==> src/rtl/mem_arbiter.sv <==
// mem_arbiter: lets the instruction cache (port 0) and the data cache (port 1)
// share one 256-bit off-chip memory interface. Exactly one whole line
// transaction is in flight at a time: grant, hold the request to memory, wait
// for mem_ack_i, then return the ack and the read line to the winner. The
// losing port gets no ack and stays stalled in its own cache FSM.
//
// Build option: define MEM_ARB_RR_EN for round-robin tie breaking. When it is
// not defined, port 1 (dcache) always wins a tie.
//
// Ports:
//   clk_i, rst_i          rising-edge clock, synchronous active-high reset
//   pN_enable_i/write_i   port N request and direction (1 = write)
//   pN_addr_i/data_i      port N line address and write line
//   pN_data_o/ack_o       read line and completion pulse back to port N
//   mem_enable_o/write_o  registered request to memory
//   mem_addr_o/data_o     registered address and write line to memory
//   mem_data_i/ack_i      read line and one-cycle completion from memory
module mem_arbiter #(
  parameter int ADDR_W = 32,
  parameter int LINE_W = 256
) (
  input  logic              clk_i,
  input  logic              rst_i,
  input  logic              p0_enable_i,
  input  logic              p0_write_i,
  input  logic [ADDR_W-1:0] p0_addr_i,
  input  logic [LINE_W-1:0] p0_data_i,
  output logic [LINE_W-1:0] p0_data_o,
  output logic              p0_ack_o,
  input  logic              p1_enable_i,
  input  logic              p1_write_i,
  input  logic [ADDR_W-1:0] p1_addr_i,
  input  logic [LINE_W-1:0] p1_data_i,
  output logic [LINE_W-1:0] p1_data_o,
  output logic              p1_ack_o,
  output logic              mem_enable_o,
  output logic              mem_write_o,
  output logic [ADDR_W-1:0] mem_addr_o,
  output logic [LINE_W-1:0] mem_data_o,
  input  logic [LINE_W-1:0] mem_data_i,
  input  logic              mem_ack_i
);

  typedef enum logic [1:0] {IDLE, BUSY, DONE} state_e;

  state_e              state_q, state_d;
  logic                grant_q, grant_d;
  logic                mem_enable_q, mem_enable_d;
  logic                mem_write_q, mem_write_d;
  logic [ADDR_W-1:0]   mem_addr_q, mem_addr_d;
  logic [LINE_W-1:0]   mem_data_q, mem_data_d;
  logic                any_req;
  logic                winner;

  assign any_req = p0_enable_i | p1_enable_i;

`ifdef MEM_ARB_RR_EN
  // last = most recently granted port; on a tie the other port wins.
  logic last_q, last_d;

  always_comb begin
    if (p0_enable_i && p1_enable_i) winner = ~last_q;
    else                            winner = p1_enable_i;
  end

  always_comb begin
    last_d = last_q;
    if (state_q == IDLE && any_req) last_d = winner;
  end

  always_ff @(posedge clk_i) begin
    if (rst_i) last_q <= 1'b0;
    else       last_q <= last_d;
  end
`else
  // Port 1 whenever it asks, otherwise port 0.
  assign winner = p1_enable_i;
`endif

  always_comb begin
    state_d      = state_q;
    grant_d      = grant_q;
    mem_enable_d = mem_enable_q;
    mem_write_d  = mem_write_q;
    mem_addr_d   = mem_addr_q;
    mem_data_d   = mem_data_q;
    case (state_q)
      IDLE: begin
        if (any_req) begin
          // Snapshot the winner's request; memory sees it from the next cycle.
          state_d      = BUSY;
          grant_d      = winner;
          mem_enable_d = 1'b1;
          mem_write_d  = winner ? p1_write_i : p0_write_i;
          mem_addr_d   = winner ? p1_addr_i  : p0_addr_i;
          mem_data_d   = winner ? p1_data_i  : p0_data_i;
        end
      end
      BUSY: begin
        if (mem_ack_i) begin
          state_d      = DONE;
          mem_enable_d = 1'b0;
          mem_write_d  = 1'b0;
          mem_addr_d   = '0;
          mem_data_d   = '0;
        end
      end
      DONE: begin
        // Bubble so the acked requester can drop or change its request.
        state_d = IDLE;
      end
      default: begin
        state_d      = IDLE;
        mem_enable_d = 1'b0;
        mem_write_d  = 1'b0;
        mem_addr_d   = '0;
        mem_data_d   = '0;
      end
    endcase
  end

  always_ff @(posedge clk_i) begin
    if (rst_i) begin
      state_q      <= IDLE;
      grant_q      <= 1'b0;
      mem_enable_q <= 1'b0;
      mem_write_q  <= 1'b0;
      mem_addr_q   <= '0;
      mem_data_q   <= '0;
    end else begin
      state_q      <= state_d;
      grant_q      <= grant_d;
      mem_enable_q <= mem_enable_d;
      mem_write_q  <= mem_write_d;
      mem_addr_q   <= mem_addr_d;
      mem_data_q   <= mem_data_d;
    end
  end

  assign mem_enable_o = mem_enable_q;
  assign mem_write_o  = mem_write_q;
  assign mem_addr_o   = mem_addr_q;
  assign mem_data_o   = mem_data_q;

  // Acks outside BUSY (spurious, or late after a reset) are dropped here.
  assign p0_ack_o  = mem_ack_i & (state_q == BUSY) & ~grant_q;
  assign p1_ack_o  = mem_ack_i & (state_q == BUSY) &  grant_q;
  assign p0_data_o = p0_ack_o ? mem_data_i : '0;
  assign p1_data_o = p1_ack_o ? mem_data_i : '0;

endmodule

==> config.mk <==
export PLATFORM = sky130hd
export DESIGN_NAME = mem_arbiter
export DESIGN_NICKNAME = d
export VERILOG_FILES = /design/src/rtl/mem_arbiter.sv
export SDC_FILE = /design/constraint.sdc
export NUM_CORES = 1
export LEC_CHECK = 0
export ABC_AREA = 1
export BUFFER_PORTS_ARGS = -buffer_cell sky130_fd_sc_hd__buf_2
export CORE_AREA = 5 5 634 636
export DETAILED_ROUTE_END_ITERATION = 16
export DIE_AREA = 0 0 639 641
export GPL_TIMING_DRIVEN = 0
export MAX_ROUTING_LAYER = met4
export PLACE_DENSITY = 0.3
export SYNTH_ARGS = -nofsm -noshare
export SYNTH_HDL_FRONTEND = slang
export SYNTH_SLANG_ARGS = --single-unit
==> constraint.sdc <==
create_clock -name clk_i -period 2.27 [get_ports clk_i]
set_input_delay 0.3405 -clock clk_i [delete_from_list [all_inputs] [get_ports clk_i]]
set_output_delay 0.3405 -clock clk_i [all_outputs]
set_load 0.1 [all_outputs]
==> out/qor.yml <==
routing:
  initialDrtViolationCount: 1944
  viasPerCell: 2.91
  first_pass_iters: 5
  ant_nets: 0
  drcViolationCount: 0
  routed_wl_um: 334000
  route.vias.total: 34032
  wire_per_inst_um: 28.5
cells_and_area:
  layout_commonest_cell: "inv_1"
  nets: 7175
  final_cell_mix: "inv_1 (1305), buf_2 (1247), nand2_1 (1159), nand3_1 (578), buf_12 (534)"
  syn2layout_area_growth_pct: 132
  final_layout_size_suffix_gt1_frac: 0.409
  fin_area_mm2: 0.0529
setup_path:
  cp_top_family: "buffers and inverters"
  cp-start-kind: "register"
  crit_top_cell: "buf_12"
  critPathCaptureType: "output pin"
  slowest_delay_ns: 0.32
  required_ns: 1.93
  crit_type: "register to output pin"
  path_cells: "inv_2 -> nand2_4 -> nor2_4 -> buf_12 -> nand2_8 -> buf_12 -> buf_12 -> buf_12 -> nor2_4 -> buf_12"
  critPathSlowestCell: "dfxtp_2"
  cp_num_buf_inv: 6
  arrival_ns: 2.47
  cp_max_fo: 10
timing:
  period_needed_ns: 2.81
  slew_viol_final: 0
  setup_violations: 514
  timing.final.crit_share: 1.24
  timing.final.ws_setup_ns: -0.538
  skew_ns: 0.0294
  max_freq_mhz: 356
  hold-worst-slack_ns: 0.0963
  rsz0062_at_grt: "yes"
  worst_slew_pin_slew_ns: 1.33
  maxSlewHeadroom: 0.113
  hold_viol_final: 0
place:
  hpwl_um: 295000
  io_buffers: 1642
  placed_area_mm2: 0.0384
  routabilityCongestion: 0.946
cts:
  cts_buffer_depth: 3
  tritoncts: "yes"
  ctsHtreeMaxLevel: 2
  clockRootBuffer: "clkbuf_16"
  numCtsBuffers: 47
  cts_sinks: 293
  clk_latency_ns: 0.66
  clk_pin_slew_worst_paths_ns: 0.05
global_routing:
  first_global_vias: 33424
  antenna_found_initial: 165
  globalRouteOverflowTotal: 0
  grt_use_total: 0.159
  grt_start_max_net_pins: 14
  grt_pass1_wl_um: 402000
die:
  ioPinCount: 1643
  fp.dieArea_mm2: 0.410
  fp-row-count: 231
  die_h_um: 641
  start_util: 0.0578
  die_w_um: 639
  core_area_mm2: 0.395
status:
  violations: "negative setup slack"
  outcome: "finished, violations left"
power:
  switchingPower_mw: 16.8
  comb_power_share: 0.544
  clock_power_share: 0.257
  powerDensity_mw_per_mm2: 589
  peakVddDrop_mv: 0.522
  p_seq_frac: 0.200
  internal_power_mw: 14.4
  p_sw_frac: 0.539
  power.leakage_nw: 27.4
logic_synthesis:
  ys_ff_latch: 293
  syn_avg_cell_area_um2: 5.03
  seq_area_frac_synth: 0.257
  ys_warn_count: 0
  netlist_area_mm2: 0.0229
  synthDistinctLibCells: 16
  syn-num-nets: 5382
  syn_inst: 4543
flow_run:
  drv_cap: 0
worst_hold_path:
  worstHoldPathType: "input pin to register"
[final timing paths]
kind	from	endpoint	cells after the start	slack, ns
max	state_q[1]	p1_data_o[142]	10	-0.54
min	p0_data_i[251]	mem_data_o[251]	7	0.1
max reg2reg	state_q[0]	mem_data_o[113]	10	0.02
min reg2reg	mem_enable_o	mem_enable_o	2	0.46
[cell families (layout without fill, tap and decap cells)]
group | Yosys count | count (layout) | synth area share
buffers and inverters | 1698 | 3527 | 0.292
other | 0 | 96 | 0
flip-flops | 293 | 293 | 0.257
AO/OA/AOI/OAI | 4 | 4 | 0.000876
AND/OR/NAND/NOR | 2548 | 2548 | 0.450
[routing by layer]
metal	wire length, µm	vias to the layer above	global-route usage	part of all wire
li1	-	16391	-	-
met1	116000	15854	0.156	0.35
met2	178000	1409	0.295	0.53
met3	25100	378	0.0473	0.075
met4	15100	0	0.0557	0.045
met5	0	-	-	0
[through the flow]
step / utilization / power [mW] / instances / worst slack (ns) / setup TNS, ns
detailed placement: 0.0973 / 21.9 / 11428 / -2.39 / -953.58
finish: 0.134 / 31.2 / 11710 / -0.538 / -202.26
global route: 0.134 / 32.8 / 11697 / -0.683 / -285.17
CTS: 0.113 / 30.9 / 11576 / -0.732 / -424.32
global placement: 0.0972 / 21.9 / 11427 / -2.37 / -1021.16
floorplan: - / 16.6 / 4543 / -0.329 / -63.27
[area by class of cell]
class	count	area, µm²
repair buffers	1746	17200
diodes	96	240
inverters	1420	5340
fillers	46267	342000
clock buffers	75	1460
multi-input cells	2552	13900
clock inverters	10	173
flip-flops and latches	293	5870
well taps	5242	6560
plain buffers	276	2190
[synthesized netlist by cell type, drive strengths merged]
cell type  instances  area [µm²]
nor2             803        3020
o21ai              1        5.00
a21oi              3        15.0
nand2           1165        4380
dfxtp            293        5870
nand3            579        2900
nor3               1        5.00
buf              213        1100
clkbuf            65         244
inv             1420        5330
[power by group through the flow]
stage	clock [mW]	sequential (mW)	combinational, mW
6_report	8.01	6.22	16.9
5_1_grt	8.61	6.30	17.9
4_1_cts	8.53	6.23	16.1
3_5_place_dp	0	6.33	15.5
3_3_place_gp	0	6.33	15.6
2_1_floorplan	0	11.1	5.49
[repair_timing]
action                      CTS  global route
hold buffers                 48             0
setup buffers                 8            23
hold endpoints to repair     47             0
setup endpoints to repair   744           794
gates resized for setup    1149          1836
gates cloned                  7            17
pin swaps                     8            24
[flip-flops by register name, indices dropped and copies added (netlist names)]
register,cells
grant_q,1
mem_enable_o,1
mem_addr_o,32
state_q,2
mem_write_o,1
mem_data_o,256
[tightest hold or removal path: cells and delay by family]
kind / cells / cell delay (ns)
buf+inv: 3 / 0.18
simple gates: 4 / 0.19
No activity file was read; power rests on OpenSTA's default activity.
